==> config.mk <==
export PLATFORM = sky130hd
export DESIGN_NAME = key_repeat_sched
export DESIGN_NICKNAME = d
export VERILOG_FILES = /design/src/rtl/key_repeat_sched.sv
export SDC_FILE = /design/constraint.sdc
export NUM_CORES = 1
export LEC_CHECK = 0
export CORE_MARGIN = 2
export CORE_UTILIZATION = 33
export DETAILED_ROUTE_END_ITERATION = 6
export HOLD_SLACK_MARGIN = 0.06
export PLACE_DENSITY_LB_ADDON = 0.2
export SLEW_MARGIN = 20
export SYNTH_ARGS = -nofsm -noshare
export SYNTH_HDL_FRONTEND = slang
export SYNTH_SLANG_ARGS = --single-unit
==> constraint.sdc <==
create_clock -name clk -period 5 [get_ports clk]
set_input_delay 1 -clock clk [delete_from_list [all_inputs] [get_ports clk]]
set_output_delay 1 -clock clk [all_outputs]
set_load 0.03 [all_outputs]
==> src/rtl/key_repeat_sched.sv <==
// Typematic scheduler: held keys -> press/auto-repeat events in a FWFT FIFO (repeats only with TYPEMATIC_EN).
// Latency: push on the first edge a new key is seen, evt_valid the cycle after.
// Backpressure: evt_valid/evt_ready; a push into a full FIFO without a pop is dropped and sets sticky ovf.
module key_repeat_sched #(
  parameter int               DEPTH     = 8,
  parameter int               CNT_W     = 24,
  parameter logic [CNT_W-1:0] DELAY_CYC = 24'd5000000,
  parameter logic [CNT_W-1:0] RATE_CYC  = 24'd1000000
) (
  input  logic                   clk,
  input  logic                   rst,
  input  logic [7:0]             key,
  input  logic                   ctrl,
  input  logic                   alt,
  input  logic                   shift,
  input  logic                   caps,
  input  logic                   clr,
  input  logic                   evt_ready,
  output logic                   evt_valid,
  output logic [12:0]            evt_data,
  output logic [$clog2(DEPTH):0] evt_count,
  output logic                   ovf
);
  localparam int PW = $clog2(DEPTH);
  localparam logic [PW:0] FULL = (PW+1)'(DEPTH);

`ifdef TYPEMATIC_EN
  typedef enum logic [1:0] {IDLE, HOLD, REPEAT} state_t;
  localparam logic [CNT_W-1:0] DELAY_LAST = DELAY_CYC - 1'b1;
  localparam logic [CNT_W-1:0] RATE_LAST  = RATE_CYC - 1'b1;
  logic [CNT_W-1:0] cnt, cnt_nx;
`else
  typedef enum logic [1:0] {IDLE, HOLD} state_t;
  logic unused_cfg;
  assign unused_cfg = ^{DELAY_CYC, RATE_CYC};
`endif

  state_t        state, state_nx;
  logic [7:0]    key_q;
  logic          new_key, push, rpt, pop, do_push;
  logic [12:0]   evt_in;
  logic [12:0]   mem [DEPTH];
  logic [PW-1:0] wr_ptr, rd_ptr;

  assign new_key   = (key != 8'd0) && (key != key_q);
  assign evt_in    = {rpt, ctrl, alt, shift, caps, key};
  assign evt_valid = (evt_count != '0);
  assign evt_data  = evt_valid ? mem[rd_ptr] : 13'd0;
  assign pop       = evt_valid && evt_ready;
  // A pop in the same cycle frees the slot the push needs, even when full.
  assign do_push   = push && ((evt_count != FULL) || pop);

  always_comb begin
    state_nx = state;
    push     = 1'b0;
    rpt      = 1'b0;
`ifdef TYPEMATIC_EN
    cnt_nx   = cnt;
`endif
    if (clr) begin
      state_nx = (key != 8'd0) ? HOLD : IDLE;
`ifdef TYPEMATIC_EN
      cnt_nx   = '0;
`endif
    end else if (new_key) begin
      push     = 1'b1;
      state_nx = HOLD;
`ifdef TYPEMATIC_EN
      cnt_nx   = '0;
`endif
    end else if (key == 8'd0) begin
      state_nx = IDLE;
`ifdef TYPEMATIC_EN
      cnt_nx   = '0;
`endif
    end else begin
      case (state)
        IDLE: state_nx = HOLD;
`ifdef TYPEMATIC_EN
        HOLD: begin
          if (cnt == DELAY_LAST) begin
            push     = 1'b1;
            rpt      = 1'b1;
            cnt_nx   = '0;
            state_nx = REPEAT;
          end else begin
            cnt_nx = cnt + 1'b1;
          end
        end
        REPEAT: begin
          if (cnt == RATE_LAST) begin
            push   = 1'b1;
            rpt    = 1'b1;
            cnt_nx = '0;
          end else begin
            cnt_nx = cnt + 1'b1;
          end
        end
`endif
        default: ;
      endcase
    end
  end

  always_ff @(posedge clk) begin
    if (rst) begin
      state     <= IDLE;
      key_q     <= 8'd0;
      wr_ptr    <= '0;
      rd_ptr    <= '0;
      evt_count <= '0;
      ovf       <= 1'b0;
`ifdef TYPEMATIC_EN
      cnt       <= '0;
`endif
    end else begin
      state <= state_nx;
      key_q <= key;
`ifdef TYPEMATIC_EN
      cnt   <= cnt_nx;
`endif
      if (clr) begin
        wr_ptr    <= '0;
        rd_ptr    <= '0;
        evt_count <= '0;
        ovf       <= 1'b0;
      end else begin
        if (do_push) wr_ptr <= wr_ptr + 1'b1;
        if (pop) rd_ptr <= rd_ptr + 1'b1;
        if (push && !do_push) ovf <= 1'b1;
        if (do_push && !pop) evt_count <= evt_count + 1'b1;
        else if (pop && !do_push) evt_count <= evt_count - 1'b1;
      end
    end
  end

  always_ff @(posedge clk) begin
    if (do_push) mem[wr_ptr] <= evt_in;
  end
endmodule

# == Word level (Yosys, flattened, before mapping) ==
# Memories as Yosys holds them, arrays and structs flattened. A register that Yosys moved wholly into a read port is not among the register bits.
# Cells that the tools add are included.
# classes
addsub,4
eq_ne,2
muxes,9
reduce_logical,13
# op_table
operator,n
13-bit two-way mux,1
4-bit two-way mux,2
8-bit != test,1
8-bit nonzero test,1
3-bit by 1-bit adder with 3-bit output (second input constant),2
1-bit logical AND,6
3-bit two-way mux,2
4-bit by 1-bit adder with 4-bit output (second input constant),1
1-bit two-way mux,4
4-bit != test (second input constant),1
4-bit nonzero test,1
4-bit by 1-bit subtractor with 4-bit output (second input constant),1
1-bit logical NOT,2
2-bit nonzero test,1
2-bit OR reduction,1
1-bit logical OR,1
# word_totals
register_bits,19
ramBits,96
inputBits,16
output_inout_bits,19
elab_cells,34
n_memories,1
# memory_table
name,words,width,read_ports,rd_ports_with_merged_regs,wr,line_no,source
mem,8,12,1,1,1,42,logic [12:0] mem [DEPTH];

# == Longest topological paths before layout ==
# Gate-level depths: netlist of the first run.
# depth
word_depth,9
mapped_depth,13
mapped_depth_nobuf,13

# == Worst setup path after synthesis of the first run ==
# OpenSTA, ideal clock, no wires.
# synth_timing
path_type,input port to flip-flop
startpoint,input key[3]
endpoint,memory mem[1][0] in the netlist's numbering (enable)
setup_time_ns,0.413
t_arrival_ns,2.666
path_slack_ns,1.921
stages,5
n_path_buf,0
path_cell_list,xnor2_1 > nand4_1 > o21a_2 > nand2_2 > nor4_1
# synth_between
elab_chain_len,7
# synth_lines
element,line_no,source
from (decl),12,"input logic [7:0] key,"
8-bit != test / 8-bit nonzero test (equally long branches),n/a,
1-bit logical AND (*),45,assign new_key = (key != 8'd0) && (key != key_q);
1-bit two-way mux (*),65,end else if (new_key) begin
1-bit two-way mux (*),60,if (clr) begin
1-bit logical AND (*),51,assign do_push = push && ((evt_count != FULL) || pop);
1-bit two-way mux (*),138,if (do_push) mem[wr_ptr] <= evt_in;
1-bit two-way mux (implied by the code) (*),138,
to (decl),42,
# Mark *: on every way between the ends. The rest lies on a longest branch, timed or not.

==> results.yml, run 1 <==
place:
  dp_cells: 473
  gp_congestion: 0.681
  hpwlAfterDp_um: 5710
  port-buffer-count: 33
synth:
  synth_area_per_cell_um2: 17.9
  yosysUniqueCellTypes: 37
  syn_inst: 261
  seq_area_frac_synth_pct: 71.2
  synth.area.top_cells: "edfxtp_1 62%, mux4_2 12%, dfxtp_1 9.4%"
  synth.net_count: 283
  yosys_warnings: 0
  async_flop_share_pct: 0
  synth_flop_cell: "edfxtp_1"
  synth_top_area_cell: "edfxtp_1"
  ys_ff_latch: 118
  synth_edf_count: 96
  yosysTopAreaCellShare_pct: 61.8
  syn-cell-area_um2: 4670
setup_path:
  rrSetupSlack_ps: 1950
  crit_chain: "buf_12 > mux4_2 > mux2i_1 > nor2_1 > clkdlybuf4s50_1"
  cp_max_fo: 14
  cpLargestDelayFamily: "buffers and inverters"
  cp_slowest_stage_delay_ps: 860
  path_buf_inv: 2
  cpMaxStageDelayCell: "dfxtp_1"
  arrival_ps: 2910
  crit_required_ps: 4000
  cp-end-kind: "output pin"
  start_kind: "flop"
  criticalPathCategory: "reg2out"
run:
  maxCapViolations: 0
routing:
  ant_nets: 0
  vias: 2404
  drcViolationCount: 0
  via_per_inst: 4.77
  routed_wl_um: 9340
  wire_per_inst_um: 18.5
  drtPass1Iterations: 5
  drtIter0Drc: 208
sta:
  layout_min_cycle_time_ps: 3910
  finalHoldViolations: 0
  slew_headroom_pct: 32.5
  setup_viol: 0
  layout_worst_path_cycle_share_pct: 78.3
  fmax_mhz: 255
  fin_skew_ps: 7.13
  rsz0062_at_grt: "no"
  slew_viol_final: 0
  tightest_slew_ps: 1010
  fin_tns_setup_ps: 0
clock_network:
  cts_hold_buf: 0
  cts_buffer_depth: 2
  cts_inserted_buffers: 17
  cts_setup_buffers: 0
  cts.sinks: 118
  clock_latency_ps: 410
  cts_resized: 0
  cts_root_buf: "clkbuf_16"
  cts_max_level: 4
  tritoncts: "built"
  clkTransAtPathRegs_ps: 50
cells_and_area:
  n_antenna_cell: 0
  drive_gt1_share_pct: 22.5
  layout_commonest_cell: "edfxtp_1"
  area.growth.synth_to_final_pct: 24.6
  multi_input_area_um2: 1300
  stdcell_count: 504
  fin_nets: 334
  final_cell_mix: "96 x edfxtp_1, 33 x clkdlybuf4s50_1, 24 x mux4_2"
  register_area_um2: 3320
  fillers: 1245
floorplanning:
  die_x_um: 123
  std_cell_rows: 43
  ios: 35
  coreArea_um2: 13800
  initial_utilization_pct: 33.7
  fp.dieH_um: 123
  die_area_um2: 15100
global_routing:
  grt_use_total_pct: 14.0
  antenna_found_initial: 0
  grt_pass1_wl_um: 14600
  overflow: 0
  grt_max_degree: 19
  grt_pass1_vias: 2553
run_status:
  outcome: "completed"
power_and_ir_drop:
  irDropWorstVdd_uv: 220
  cellPowerDensity_nw_per_um2: 429
  leakage_nw: 1.88
min_path:
  min_path_type: "reg2reg"
metal layers:
layer / vias up / GRT usage, % / share of wire, %
li1: 1124 / - / -
met1: 1217 / 17.8 / 46
met2: 52 / 21.5 / 48
met3: 11 / 4.47 / 3.8
met4: 0 / 6.75 / 1.7
met5: - / 0 / 0
metrics by stage:
step	setup slack, ps	util (%)	power [mW]	hold WS (ps)	area (um^2)
after floorplan	1920	-	1.30	454	4670
after global placement	1010	38.2	1.43	472	5280
after detailed placement	926	38.2	1.43	472	5280
after CTS	962	42.1	2.53	481	5820
after global routing	849	42.1	2.60	512	5820
final	1090	42.1	2.50	482	5820
tightest hold or removal path, cell delays in order, from the launching register on:
cell and delay, ps:
dfxtp_1 310, nand2_1 50, a21oi_1 70
cell usage after synthesis (2+ instances only):
cell and number:
xor2_1 3, mux2i_1 13, a21oi_1 7, nand2_2 2
ha_1 5, edfxtp_1 96, o21ai_0 4, dfxtp_1 22
nand4_1 2, nor2b_1 8, xnor2_1 10, nor2_1 22
nor3_1 4, buf_2 3, clkbuf_1 3, nor4_1 4
mux4_2 24, inv_1 3, inv_2 2, nand3_1 4
buf_6 3, nand2_1 2
power breakdown:
group / switching, mW / internal [mW]
combinational: 0.169 / 0.130
clock: 0.379 / 0.713
sequential: 0.0193 / 1.09
kinds of logic (layout without fill, tap and decap cells):
logic type,Yosys count,after routing,share of synthesized area (%)
other,1,1,0.0804
xor gates and xnor gates,13,13,2.44
adders and majority gates,6,6,1.77
and+or+nand+nor,55,55,6.17
buffers and inverters,15,78,1.85
muxes,37,37,14.4
AOI/OAI and AO/OA,16,16,2.09
DFF,118,118,71.2
final cells by class:
class,count,share of cell area (%)
Multi-Input combinational cell,128,22.3
Clock buffer,25,8.35
Sequential cell,118,57.1
Timing Repair Buffer,42,7.06
Tap cell,180,3.87
Inverter,5,0.323
Clock inverter,6,0.947
state kept, by name (all words and copies together), names as in the netlist, named ones only:
name       count
evt_count      4
key_q          8
mem           96
ovf            1
rd_ptr         3
wr_ptr         3
worst paths after layout:
check,start,end,cells past startpoint
hold reg to reg,rd_ptr[1]$_SDFFE_PP0P_,rd_ptr[1]$_SDFFE_PP0P_,2
hold / removal,rd_ptr[1]$_SDFFE_PP0P_,rd_ptr[1]$_SDFFE_PP0P_,2
setup / recovery,flop,evt_data[11],5
setup reg to reg,evt_count[0]$_SDFFE_PP0P_,evt_count[3]$_SDFFE_PP0P_,11
No activity file was read; power rests on OpenSTA's default activity.
==> run 2, diff against run 1 <==
- clock period: 5 -> 3.8 ns (I/O delays scaled with it)
==> results.yml, run 2 (synthesis gave the netlist of run 1 again) <==
routing:
  drtIter0Drc: 211
  vias: 2461
  wl_met1_um: 4370
  drcViolationCount: 0
  drtPass1Iterations: 4
  route.met3.wl_um: 313
  via_per_inst: 4.73
  routed_wl_um: 9450
  ant_nets: 0
  wire_per_inst_um: 18.2
  routed-wl-met2_um: 4580
  top_layer_used: "met4"
setup_path:
  arrival_ps: 3720
  crit_chain: "clkdlybuf4s50_1 > nor4_1 > a21oi_1 > o21a_2 > nand2_2 > inv_2 > ha_1 > inv_1 > ha_1 > a21o_1 > a21oi_2 > xnor2_1 > or3_1 > a21oi_1"
  path_buf_inv: 3
  crit_required_ps: 4140
  criticalPathCategory: "in2reg"
  cpLargestDelayFamily: "simple AND/OR/NAND/NOR gates"
  cpMaxStageDelayCell: "clkdlybuf4s50_1"
  cp-end-kind: "flop"
  rr_startpoint: "evt_count[0]$_SDFFE_PP0P_"
  start_kind: "input pin"
  cp-startpoint: "key[5]"
  cp_slowest_stage_delay_ps: 640
  cp_max_fo: 11
cells_and_area:
  final_cell_mix: "96 x edfxtp_1, 33 x clkdlybuf4s50_1, 24 x mux4_2"
  regMostFlops: "mem"
  fin_nets: 349
  n_antenna_cell: 0
  drive_gt1_share_pct: 25.3
  area.growth.synth_to_final_pct: 26.5
  largestRegisters: "mem x96, key_q x8, evt_count x4"
  layout_commonest_cell: "edfxtp_1"
  largest_reg_flops: 96
  stdcell_count: 520
place:
  dp_cells: 488
  hpwlAfterDp_um: 6030
  gp_congestion: 0.733
  port-buffer-count: 33
  pre_cts_ws_ps: -30.9
sta:
  rsz0062_at_grt: "no"
  finalHoldViolations: 0
  tightest_slew_ps: 795
  final.setup.worst_slack_ps: 424
  hold_slack_ps: 477
  fmax_mhz: 296
  layout_min_cycle_time_ps: 3380
  setup_viol: 0
  slew_headroom_pct: 47.0
  layout_worst_path_cycle_share_pct: 88.9
  fin_skew_ps: 7.27
  slew_viol_final: 0
clock_network:
  cts_max_level: 4
  cts_root_buf: "clkbuf_16"
  cts_setup_buffers: 0
  cts_inserted_buffers: 17
  tritoncts: "built"
  clkTransAtPathRegs_ps: 50
  cts.sinks: 118
  cts_hold_buf: 0
  clock_latency_ps: 420
  cts_resized: 0
  cts_buffer_depth: 2
power_and_ir_drop:
  cellPowerDensity_nw_per_um2: 550
  leakage_nw: 1.94
  irDropWorstVdd_uv: 291
global_routing:
  overflow: 0
  grt_max_degree: 25
  grt_use_total_pct: 14.1
  grt_pass1_wl_um: 14800
  grt_pass1_vias: 2583
  antenna_found_initial: 0
floorplanning:
  die_area_um2: 15100
  die_x_um: 123
  coreArea_um2: 13800
  std_cell_rows: 43
  initial_utilization_pct: 33.7
  fp.dieH_um: 123
  ios: 35
min_path:
  min_path_type: "reg2reg"
  worstHoldStart: "rd_ptr[1]$_SDFFE_PP0P_"
run:
  maxCapViolations: 0
run_status:
  outcome: "completed"
-- run 2: cell count changes in the layout (fill, tap and decap cells not counted) --
| cell | previous run | this run |
|---|---|---|
| clkinv_2 | 5 | 4 |
| clkinv_1 | 0 | 1 |
| clkbuf_1 | 5 | 7 |
| buf_4 | 8 | 23 |
| bufinv_16 | 1 | 0 |
-- run 2: metal layers --
| metal | up-vias | global-route usage, % |
|---|---|---|
| li1 | 1146 | - |
| met1 | 1263 | 17.7 |
| met2 | 36 | 22.2 |
| met3 | 16 | 5.17 |
| met4 | 0 | 5.82 |
| met5 | - | 0 |
-- run 2: final timing paths --
path	cells past startpoint	endpoint	slack (ps)
worst max register to register	11	evt_count[3]$_SDFFE_PP0P_	1030
worst min register to register	2	flop	480
worst max-delay path	14	evt_count[3]$_SDFFE_PP0P_	420
worst min-delay path	2	flop	480
-- run 2: area by class of cell --
type                            count  area, um^2
Clock buffer                       27         493
Clock inverter                      5        23.8
Fill cell                        1214        7920
Inverter                            5        18.8
Multi-Input combinational cell    128        1300
Sequential cell                   118        3320
Tap cell                          180         225
Timing Repair Buffer               57         523
-- run 2: where the power goes --
group          internal, mW  switching, mW
Sequential             1.43         0.0194
Clock                 0.875          0.510
Combinational         0.182          0.231
-- run 2: stage by stage --
stage / cell area (um^2) / total power, mW / setup TNS [ps] / util, %
after floorplan: 4670 / 1.72 / 0 / -
after global placement: 5390 / 1.89 / 0 / 39.0
after detailed placement: 5390 / 1.89 / -30.9 / 39.0
after CTS: 5900 / 3.29 / 0 / 42.7
after global routing: 5900 / 3.38 / 0 / 42.7
final: 5900 / 3.25 / 0 / 42.7
-- run 2: worst reg2reg max path, stage by stage, from the launching register on --
cell,delay [ps]
dfxtp_1,390
nor4_4,630
inv_2,130
nand2_2,130
ha_1,190
inv_1,90
ha_1,280
a21o_1,190
a21oi_2,150
xnor2_1,90
or3_1,300
a21oi_1,140
